$ cat config.mk
export PLATFORM = sky130hd
export DESIGN_NAME = midi_msg_parser
export DESIGN_NICKNAME = d
export VERILOG_FILES = /design/src/rtl/midi_pkg.sv /design/src/rtl/midi_msg_parser.sv
export SDC_FILE = /design/constraint.sdc
export NUM_CORES = 1
export LEC_CHECK = 0
export CAP_MARGIN = 0
export CORE_MARGIN = 5
export CORE_UTILIZATION = 45
export CTS_CLUSTER_SIZE = 10
export DETAILED_ROUTE_END_ITERATION = 8
export PLACE_DENSITY_LB_ADDON = 0.08
export SETUP_SLACK_MARGIN = 0.15
export SYNTH_ARGS = -nofsm -noshare
export SYNTH_HDL_FRONTEND = slang
export SYNTH_SLANG_ARGS = --single-unit
$ cat constraint.sdc
create_clock -name clk -period 1.5 [get_ports clk]
set_clock_uncertainty 0.1 [all_clocks]
set_input_delay 0.225 -clock clk [delete_from_list [all_inputs] [get_ports clk]]
set_output_delay 0.225 -clock clk [all_outputs]
set_load 0.02 [all_outputs]
$ cat src/rtl/midi_pkg.sv
// -----------------------------------------------------------------------------
// midi_pkg
// Shared definitions for the MIDI channel-voice message parser:
//   - status-nibble constants for the channel-voice message types
//   - parser state enumeration
//   - pitch-bend centre value
//   - helper classifying message types that carry a single data byte
// -----------------------------------------------------------------------------
package midi_pkg;

    localparam logic [3:0] ST_NOTE_OFF = 4'h8;
    localparam logic [3:0] ST_NOTE_ON  = 4'h9;
    localparam logic [3:0] ST_POLY_AT  = 4'hA;
    localparam logic [3:0] ST_CC       = 4'hB;
    localparam logic [3:0] ST_PROG     = 4'hC;
    localparam logic [3:0] ST_CH_AT    = 4'hD;
    localparam logic [3:0] ST_BEND     = 4'hE;

    localparam logic [13:0] BEND_CENTER = 14'd8192;

    typedef enum logic [1:0] {
        WAIT_STATUS = 2'd0,
        WAIT_D1     = 2'd1,
        WAIT_D2     = 2'd2
    } midi_state_e;

    // Program change and channel aftertouch complete after one data byte.
    function automatic logic is_one_byte(input logic [3:0] typ);
        return (typ == ST_PROG) || (typ == ST_CH_AT);
    endfunction

endpackage

$ cat src/rtl/midi_msg_parser.sv
// -----------------------------------------------------------------------------
// midi_msg_parser
// Turns the UART receive byte stream into decoded MIDI channel-voice events
// (note-on, note-off, control-change, pitch-bend), with running status.
//
// Parameters:
//   OMNI     1 = accept every channel, 0 = accept only CHANNEL
//   CHANNEL  channel number accepted when OMNI = 0
//
// Ports:
//   clk         system clock
//   rst_n       asynchronous active-low reset
//   byte_valid  one-cycle strobe qualifying byte_data
//   byte_data   received byte
//   note_on     one-cycle note-on pulse
//   note_off    one-cycle note-off pulse (0x8n, or 0x9n with velocity 0)
//   cc_valid    one-cycle control-change pulse
//   bend_valid  one-cycle pitch-bend pulse
//   ev_channel  channel of the last event
//   ev_data1    note / CC number / bend LSB of the last event
//   ev_data2    velocity / CC value / bend MSB of the last event
//   bend        last pitch bend, {MSB,LSB} - 8192, two's complement
// -----------------------------------------------------------------------------
module midi_msg_parser
    import midi_pkg::*;
#(
    parameter logic       OMNI    = 1'b1,
    parameter logic [3:0] CHANNEL = 4'd0
) (
    input  logic        clk,
    input  logic        rst_n,
    input  logic        byte_valid,
    input  logic [7:0]  byte_data,
    output logic        note_on,
    output logic        note_off,
    output logic        cc_valid,
    output logic        bend_valid,
    output logic [3:0]  ev_channel,
    output logic [6:0]  ev_data1,
    output logic [6:0]  ev_data2,
    output logic [13:0] bend
);

    midi_state_e state_q, state_d;
    logic        rs_valid_q, rs_valid_d;
    logic [3:0]  rs_type_q, rs_type_d;
    logic [3:0]  rs_chan_q, rs_chan_d;
    logic [6:0]  d1_q, d1_d;

    logic        note_on_q, note_on_d;
    logic        note_off_q, note_off_d;
    logic        cc_valid_q, cc_valid_d;
    logic        bend_valid_q, bend_valid_d;
    logic [3:0]  ev_channel_q, ev_channel_d;
    logic [6:0]  ev_data1_q, ev_data1_d;
    logic [6:0]  ev_data2_q, ev_data2_d;
    logic [13:0] bend_q, bend_d;

    logic        chan_ok;
    logic        ev_upd;

    assign chan_ok = OMNI || (rs_chan_q == CHANNEL);

    always_comb begin
        state_d      = state_q;
        rs_valid_d   = rs_valid_q;
        rs_type_d    = rs_type_q;
        rs_chan_d    = rs_chan_q;
        d1_d         = d1_q;
        note_on_d    = 1'b0;
        note_off_d   = 1'b0;
        cc_valid_d   = 1'b0;
        bend_valid_d = 1'b0;
        ev_channel_d = ev_channel_q;
        ev_data1_d   = ev_data1_q;
        ev_data2_d   = ev_data2_q;
        bend_d       = bend_q;
        ev_upd       = 1'b0;

        if (byte_valid) begin
            if (byte_data[7:3] == 5'b11111) begin
                // Realtime bytes may interleave anywhere; leave everything as is.
            end else if (byte_data[7:4] == 4'hF) begin
                // System common / SysEx: data that follows belongs to no channel.
                rs_valid_d = 1'b0;
                state_d    = WAIT_STATUS;
            end else if (byte_data[7]) begin
                rs_valid_d = 1'b1;
                rs_type_d  = byte_data[7:4];
                rs_chan_d  = byte_data[3:0];
                state_d    = WAIT_D1;
            end else begin
                unique case (state_q)
                    // WAIT_STATUS with running status behaves as WAIT_D1.
                    WAIT_STATUS, WAIT_D1: begin
                        if (rs_valid_q) begin
                            d1_d    = byte_data[6:0];
                            state_d = is_one_byte(rs_type_q) ? WAIT_STATUS : WAIT_D2;
                        end
                    end
                    WAIT_D2: begin
                        state_d = WAIT_STATUS;
                        if (chan_ok) begin
                            case (rs_type_q)
                                ST_NOTE_ON: begin
                                    if (byte_data[6:0] != 7'd0) note_on_d = 1'b1;
                                    else                        note_off_d = 1'b1;
                                    ev_upd = 1'b1;
                                end
                                ST_NOTE_OFF: begin
                                    note_off_d = 1'b1;
                                    ev_upd     = 1'b1;
                                end
                                ST_CC: begin
                                    cc_valid_d = 1'b1;
                                    ev_upd     = 1'b1;
                                end
                                ST_BEND: begin
                                    bend_valid_d = 1'b1;
                                    ev_upd       = 1'b1;
                                    // Only pitch-bend events move the bend value.
                                    bend_d       = {byte_data[6:0], d1_q} - BEND_CENTER;
                                end
                                ST_POLY_AT: begin
                                    // Parsed for running status, produces no event.
                                end
                                default: begin
                                end
                            endcase
                        end
                        if (ev_upd) begin
                            ev_channel_d = rs_chan_q;
                            ev_data1_d   = d1_q;
                            ev_data2_d   = byte_data[6:0];
                        end
                    end
                    default: state_d = WAIT_STATUS;
                endcase
            end
        end
    end

    always_ff @(posedge clk or negedge rst_n) begin
        if (!rst_n) begin
            state_q      <= WAIT_STATUS;
            rs_valid_q   <= 1'b0;
            rs_type_q    <= 4'd0;
            rs_chan_q    <= 4'd0;
            d1_q         <= 7'd0;
            note_on_q    <= 1'b0;
            note_off_q   <= 1'b0;
            cc_valid_q   <= 1'b0;
            bend_valid_q <= 1'b0;
            ev_channel_q <= 4'd0;
            ev_data1_q   <= 7'd0;
            ev_data2_q   <= 7'd0;
            bend_q       <= 14'd0;
        end else begin
            state_q      <= state_d;
            rs_valid_q   <= rs_valid_d;
            rs_type_q    <= rs_type_d;
            rs_chan_q    <= rs_chan_d;
            d1_q         <= d1_d;
            note_on_q    <= note_on_d;
            note_off_q   <= note_off_d;
            cc_valid_q   <= cc_valid_d;
            bend_valid_q <= bend_valid_d;
            ev_channel_q <= ev_channel_d;
            ev_data1_q   <= ev_data1_d;
            ev_data2_q   <= ev_data2_d;
            bend_q       <= bend_d;
        end
    end

    assign note_on    = note_on_q;
    assign note_off   = note_off_q;
    assign cc_valid   = cc_valid_q;
    assign bend_valid = bend_valid_q;
    assign ev_channel = ev_channel_q;
    assign ev_data1   = ev_data1_q;
    assign ev_data2   = ev_data2_q;
    assign bend       = bend_q;

endmodule
==> flow_metrics.py, run 1 <==
metrics = {
    "worst_hold_path": {
        "hp-class": "input pin to asynchronous set/reset pin",
    },
    "power": {
        "power_mw": 4.24,
        "power_density_nw_per_um2": 1440,
        "leakagePower_nw": 1.46,
        "irDropWorstVdd_v": 0.000850,
    },
    "worst_setup_path": {
        "cp_slowest_cell": "dfrtp_1",
        "cp_num_cells": 4,
        "worst-r2r-cell-count": 4,
        "startpoint": "state_q[0]",
        "r2r_slack_ps": -50,
        "worst-path-buf-inv": 1,
        "cp_max_fo": 5,
        "crit_path_start_kind": "flip-flop",
        "endpoint": "bend[7]",
        "cpLargestDelayFamily": "simple AND/OR/NAND/NOR gates",
        "arrival_ps": 1630,
        "cp.required_ps": 1590,
        "end_kind": "flip-flop",
        "critical_path_class": "flip-flop to flip-flop",
        "worst_path_largest_cell_delay_ps": 390,
        "timing.rr.end": "bend[7]",
        "reg2reg_from": "state_q[0]",
        "cp_cell_sequence": "and4bb_4 -> nand4_4 -> buf_4 -> mux2_4",
    },
    "cells_and_area": {
        "diodes": 0,
        "fin_nets": 227,
        "regArea_um2": 1350,
        "fillers": 352,
        "drive_gt1_frac": 0.447,
        "instances_no_fill": 271,
        "multi_input_area_um2": 803,
        "design_area_um2": 2940,
        "areaGrowthSynthToFinish_pct": 37.3,
    },
    "sta": {
        "rsz0062_at_grt": "yes",
        "postLayoutSetupSlackWorst_ps": -47.0,
        "fmax_ghz": 0.646,
        "drv_slew": 0,
        "fin_crit_ps": 1550,
        "hold_violations": 0,
        "setup_viol": 31,
        "fin_hold_ws_ps": 339,
        "slew_headroom": 0.796,
        "fin_crit_sh": 1.03,
        "tightest_slew_ps": 304,
    },
    "synth": {
        "ys.flop_type": "dfrtp_1",
        "synthTopCellsByCount": "dfrtp_1, mux2_2, nand2_1",
        "synth_enable_flop_cells": 0,
        "synth_area_leader_cell": "dfrtp_1",
        "ys_seq_area_frac": 0.630,
        "synth_area_um2": 2140,
        "yosys_warnings": 0,
        "yosysMostFrequentCell": "dfrtp_1",
        "netlist-cell-type-count": 23,
        "syn_area_per_cell_um2": 14.8,
        "yosysTopAreaCellShare": 0.630,
        "ys_ff_latch": 54,
        "syn_inst": 145,
        "synth.area.top_cells": "dfrtp_1, mux2_2, mux2_4",
        "syn_nets": 156,
        "synthArstFlopShare": 1.00,
    },
    "drt": {
        "drtPass1Iterations": 4,
        "wl_per_cell_um": 17.2,
        "vias_per_cell": 5.03,
        "post-route-drc-count": 0,
        "drt-initial-drc-count": 42,
        "num_vias": 1364,
        "drtAntennaViolNets": 0,
        "wl_um": 4660,
    },
    "die": {
        "coreArea_um2": 4660,
        "placementRows": 25,
        "die_w_um": 79.0,
        "ios": 47,
        "start_util": 0.460,
        "die_h_um": 79.0,
        "dieArea_um2": 6240,
    },
    "place": {
        "gp_congestion": 0.773,
        "port_buffers": 46,
        "dpl-instance-area_um2": 2830,
        "dp_hpwl_um": 3270,
        "dp_cells": 260,
    },
    "global_routing": {
        "grt_pass1_vias": 1545,
        "grt_antenna_before_repair": 0,
        "grt_first_pass_wirelength_um": 7890,
        "grt_max_degree": 55,
        "gr-usage-all-layers": 0.164,
        "grt-ovfl-total": 0,
    },
    "clocking": {
        "clk_pin_slew_ps": 90,
        "clk_latency_ps": 300,
        "htree_levels": 2,
        "cts_num_sinks": 54,
        "cts_tree": "built",
        "numCtsBuffers": 5,
        "cts_buffer_depth": 2,
        "cts_root_buf": "clkbuf_8",
    },
    "flow_run": {
        "maxCapViolations": 0,
    },
    "status": {
        "status": "finished, violations left",
        "failed_checks": "negative setup slack",
    },
}
## worst min-delay path, stage by stage
cell and delay, ps:
dlygate4sd3_1 520, buf_2 120, buf_12 270
## layout make-up
cell class	instances	share of cell area
Clock buffer	7	0.0293
Sequential cell	54	0.459
Multi-Input combinational cell	85	0.273
Tap cell	54	0.0230
Inverter	1	0.00128
Clock inverter	1	0.00170
Timing Repair Buffer	69	0.213
## where the power goes
part / switching, mW / leakage (nW) / internal [mW]
Clock: 0.437 / 0.0482 / 0.373
Combinational: 0.705 / 0.722 / 0.670
Sequential: 0.219 / 0.695 / 1.84
## worst min-delay path by stage
stage,from,endpoint,slack [ps],depth (start not counted)
after CTS,rst_n,ev_channel[3],350,3
after detailed placement,rst_n,rs_valid_q,140,2
after global placement,rst_n,state_q[0],140,2
final,rst_n,ev_channel[3],340,3
after global routing,rst_n,ev_channel[3],360,3
after floorplan,rst_n,bend[0],-170,0
## layout by cell type, fill, tap and decap left out, types with 2 or more instances in the layout
master | Yosys | routed
buf_12 | 0 | 4
buf_4 | 0 | 15
buf_6 | 2 | 2
clkbuf_2 | 0 | 15
clkbuf_8 | 0 | 6
clkdlybuf4s15_1 | 0 | 18
clkdlybuf4s50_1 | 0 | 8
dfrtp_1 | 54 | 54
dlygate4sd2_1 | 0 | 4
mux2_2 | 31 | 31
mux2_4 | 7 | 7
nand2_1 | 22 | 21
nor2b_4 | 1 | 2
nor3_1 | 3 | 2
o21ai_0 | 5 | 3
o21ai_1 | 0 | 2
o22a_1 | 3 | 3
## logic make-up after synthesis
family | after synthesis | share of synthesized area
flops | 54 | 0.630
mux | 38 | 0.212
simple gates | 37 | 0.104
compound gates | 9 | 0.0274
buf+inv | 6 | 0.0187
xor+xnor | 1 | 0.00759
## flip-flops by register name, indices dropped and copies added, names as in the netlist, 2 cells and up
register,count
d1_q,7
rs_chan_q,4
ev_data2,7
state_q,2
bend,14
ev_data1,7
ev_channel,4
rs_type_q,4
## stage by stage
step	setup WS [ps]	util	setup TNS (ps)
after detailed placement	-373	0.607	-15150
after global placement	-337	0.607	-13940
after floorplan	-27.9	-	-323
after CTS	-48.7	0.626	-450
after global routing	-84.9	0.631	-2080
final	-47.0	0.631	-862
## repair_timing
| item | 4_1_cts | 5_1_grt |
|---|---|---|
| pin swaps | 0 | 1 |
| endpoints found under the setup margin | 84 | 81 |
| hold endpoints to repair | 54 | 0 |
| gates cloned | 0 | 1 |
| setup buffers | 0 | 1 |
| gates resized for setup | 50 | 50 |
| hold buffers | 1 | 0 |
## per-layer routing
| metal | wire length, um | GRT usage |
|---|---|---|
| met1 | 2050 | 0.203 |
| met2 | 2390 | 0.283 |
| met3 | 189 | 0.0476 |
| met4 | 35 | 0.0412 |
| met5 | 0 | 0 |
No activity file was read; power rests on OpenSTA's default activity.
==> inputs of run 2 (changes only) <==
--- a/config.mk
+++ b/config.mk
@@ -10,6 +10,8 @@
 export CORE_UTILIZATION = 45
 export CTS_CLUSTER_SIZE = 10
 export DETAILED_ROUTE_END_ITERATION = 8
+export GPL_TIMING_DRIVEN = 0
+export HOLD_SLACK_MARGIN = 0.1
 export PLACE_DENSITY_LB_ADDON = 0.08
 export SETUP_SLACK_MARGIN = 0.15
 export SYNTH_ARGS = -nofsm -noshare
==> run 2 against run 1 <==
Effect of this change: the flow still finishes with violations (negative setup slack); fmax down 0.97%; non-clock buffer count down 6; sequential power about the same; highest routed layer unchanged; core utilization down 1.6 points; die area unchanged; setup slack worse by 15 ps; sequential cell count unchanged; critical path depth unchanged; cell count down 2.6%; largest power group unchanged.
==> flow_metrics.py, run 2 (same netlist as run 1, synthesis figures left out) <==
metrics = {
    "status": {
        "status": "finished, violations left",
        "failed_checks": "negative setup slack",
    },
    "cells_and_area": {
        "diodes": 0,
        "fin_nets": 221,
        "design_area_um2": 2870,
        "final_cell_mix": "dfrtp_1, clkdlybuf4s15_1, mux2_2",
        "multi_input_area_um2": 791,
        "post-route-util": 0.616,
        "areaGrowthSynthToFinish_pct": 33.9,
        "drive_gt1_frac": 0.352,
        "largest_register_ffs": 14,
        "regArea_um2": 1350,
        "instances_no_fill": 264,
        "fillers": 365,
        "final_common_cell": "dfrtp_1",
    },
    "global_routing": {
        "gr-usage-all-layers": 0.157,
        "grt_pass1_vias": 1549,
        "grt_max_degree": 30,
        "grt-ovfl-total": 0,
        "grt_first_pass_wirelength_um": 7520,
        "grt_antenna_before_repair": 0,
    },
    "clocking": {
        "cts_buffer_depth": 2,
        "htree_levels": 2,
        "cts_tree": "built",
        "numCtsBuffers": 5,
        "clk_pin_slew_ps": 90,
        "cts_num_sinks": 54,
        "cts_root_buf": "clkbuf_8",
        "clk_latency_ps": 300,
    },
    "die": {
        "dieArea_um2": 6240,
        "die_w_um": 79.0,
        "start_util": 0.460,
        "coreArea_um2": 4660,
        "ios": 47,
        "die_h_um": 79.0,
        "placementRows": 25,
    },
    "sta": {
        "setup_viol": 29,
        "postLayoutSetupSlackWorst_ps": -62.2,
        "fin_crit_ps": 1560,
        "tightest_slew_ps": 584,
        "fin_crit_sh": 1.04,
        "fin_hold_ws_ps": 270,
        "slew_headroom": 0.611,
        "drv_slew": 0,
        "hold_violations": 0,
        "fmax_ghz": 0.640,
        "rsz0062_at_grt": "yes",
    },
    "drt": {
        "drtAntennaViolNets": 0,
        "drtPass1Iterations": 4,
        "drt-initial-drc-count": 48,
        "num_vias": 1379,
        "post-route-drc-count": 0,
        "vias_per_cell": 5.22,
        "wl_um": 4600,
        "wl_per_cell_um": 17.4,
    },
    "worst_setup_path": {
        "worst-path-buf-inv": 1,
        "end_kind": "flip-flop",
        "cpLargestDelayFamily": "simple AND/OR/NAND/NOR gates",
        "crit_path_start_kind": "flip-flop",
        "critical_path_class": "flip-flop to flip-flop",
        "worst_path_largest_cell_delay_ps": 380,
        "cp_slowest_cell": "dfrtp_1",
        "cp.required_ps": 1590,
        "cp_max_fo": 10,
        "arrival_ps": 1650,
        "cp_cell_sequence": "and4bb_4 -> nand4_4 -> buf_6 -> mux2_4",
    },
    "place": {
        "port_buffers": 46,
        "dp_cells": 246,
        "dpl-instance-area_um2": 2690,
        "gp_congestion": 0.779,
        "dp_hpwl_um": 3130,
    },
    "worst_hold_path": {
        "hp-class": "input pin to flip-flop",
    },
    "power": {
        "power_density_nw_per_um2": 1470,
        "leakagePower_nw": 1.44,
        "irDropWorstVdd_v": 0.000829,
    },
    "flow_run": {
        "maxCapViolations": 0,
    },
}
[run 2: cell types whose count changed in the layout (fill, tap and decap cells not counted), moves of 6 or more]
cell / before / now
buf_4: 15 / 9
clkbuf_2: 15 / 7
clkdlybuf4s15_1: 18 / 25
dlygate4sd2_1: 4 / 10
mux2_2: 31 / 24
mux2_4: 7 / 14
[run 2: layout make-up]
class | count | area share
Clock buffer | 7 | 0.0266
Buffer | 5 | 0.0196
Sequential cell | 54 | 0.471
Timing Repair Buffer | 58 | 0.183
Multi-Input combinational cell | 85 | 0.276
Tap cell | 54 | 0.0235
Inverter | 1 | 0.00131
[run 2: worst paths after layout]
kind,from,to,slack [ps],cells past startpoint
max,state_q[0],bend[10],-60,4
min,byte_valid,state_q[1],270,4
max reg2reg,state_q[0],bend[10],-60,4
min reg2reg,rs_chan_q[1],rs_chan_q[1],390,2
max in group asynchronous,rst_n,ev_data2[1],390,3
min in group asynchronous,rst_n,state_q[0],350,2
[run 2: timing repair]
action,in CTS,in global routing
endpoints found under the hold margin,25,0
hold buffers,1,0
pin swaps,2,2
setup endpoints to repair,85,72
buffers inserted,8,2
resized for setup,61,34
[run 2: power breakdown]
group	internal, mW	leakage, nW	switching [mW]	total (mW)
registers	1.84	0.695	0.220	2.06
logic	0.713	0.702	0.703	1.42
clock network	0.322	0.0383	0.429	0.751
total	2.87	1.44	1.35	4.22
[run 2: worst min-delay path: stages]
cell and delay (ps):
dlymetal6s2s_1 170, o21ai_0 130, nand2_1 60, nand2_1 50
[run 2: per-stage QoR]
stage	setup TNS [ps]	power [mW]	worst slack (ps)
finish	-1100	4.22	-62.2
global route	-2480	4.43	-102
CTS	-2260	4.22	-95.6
detailed placement	-20540	3.60	-603
global placement	-92110	3.55	-1360
floorplan	-323	2.83	-27.9
[run 2: routing by layer]
layer / GRT usage / up-vias / share of wire
li1: - / 633 / -
met1: 0.185 / 703 / 0.42
met2: 0.273 / 35 / 0.52
met3: 0.0408 / 8 / 0.039
met4: 0.0636 / 0 / 0.017
met5: 0 / - / 0
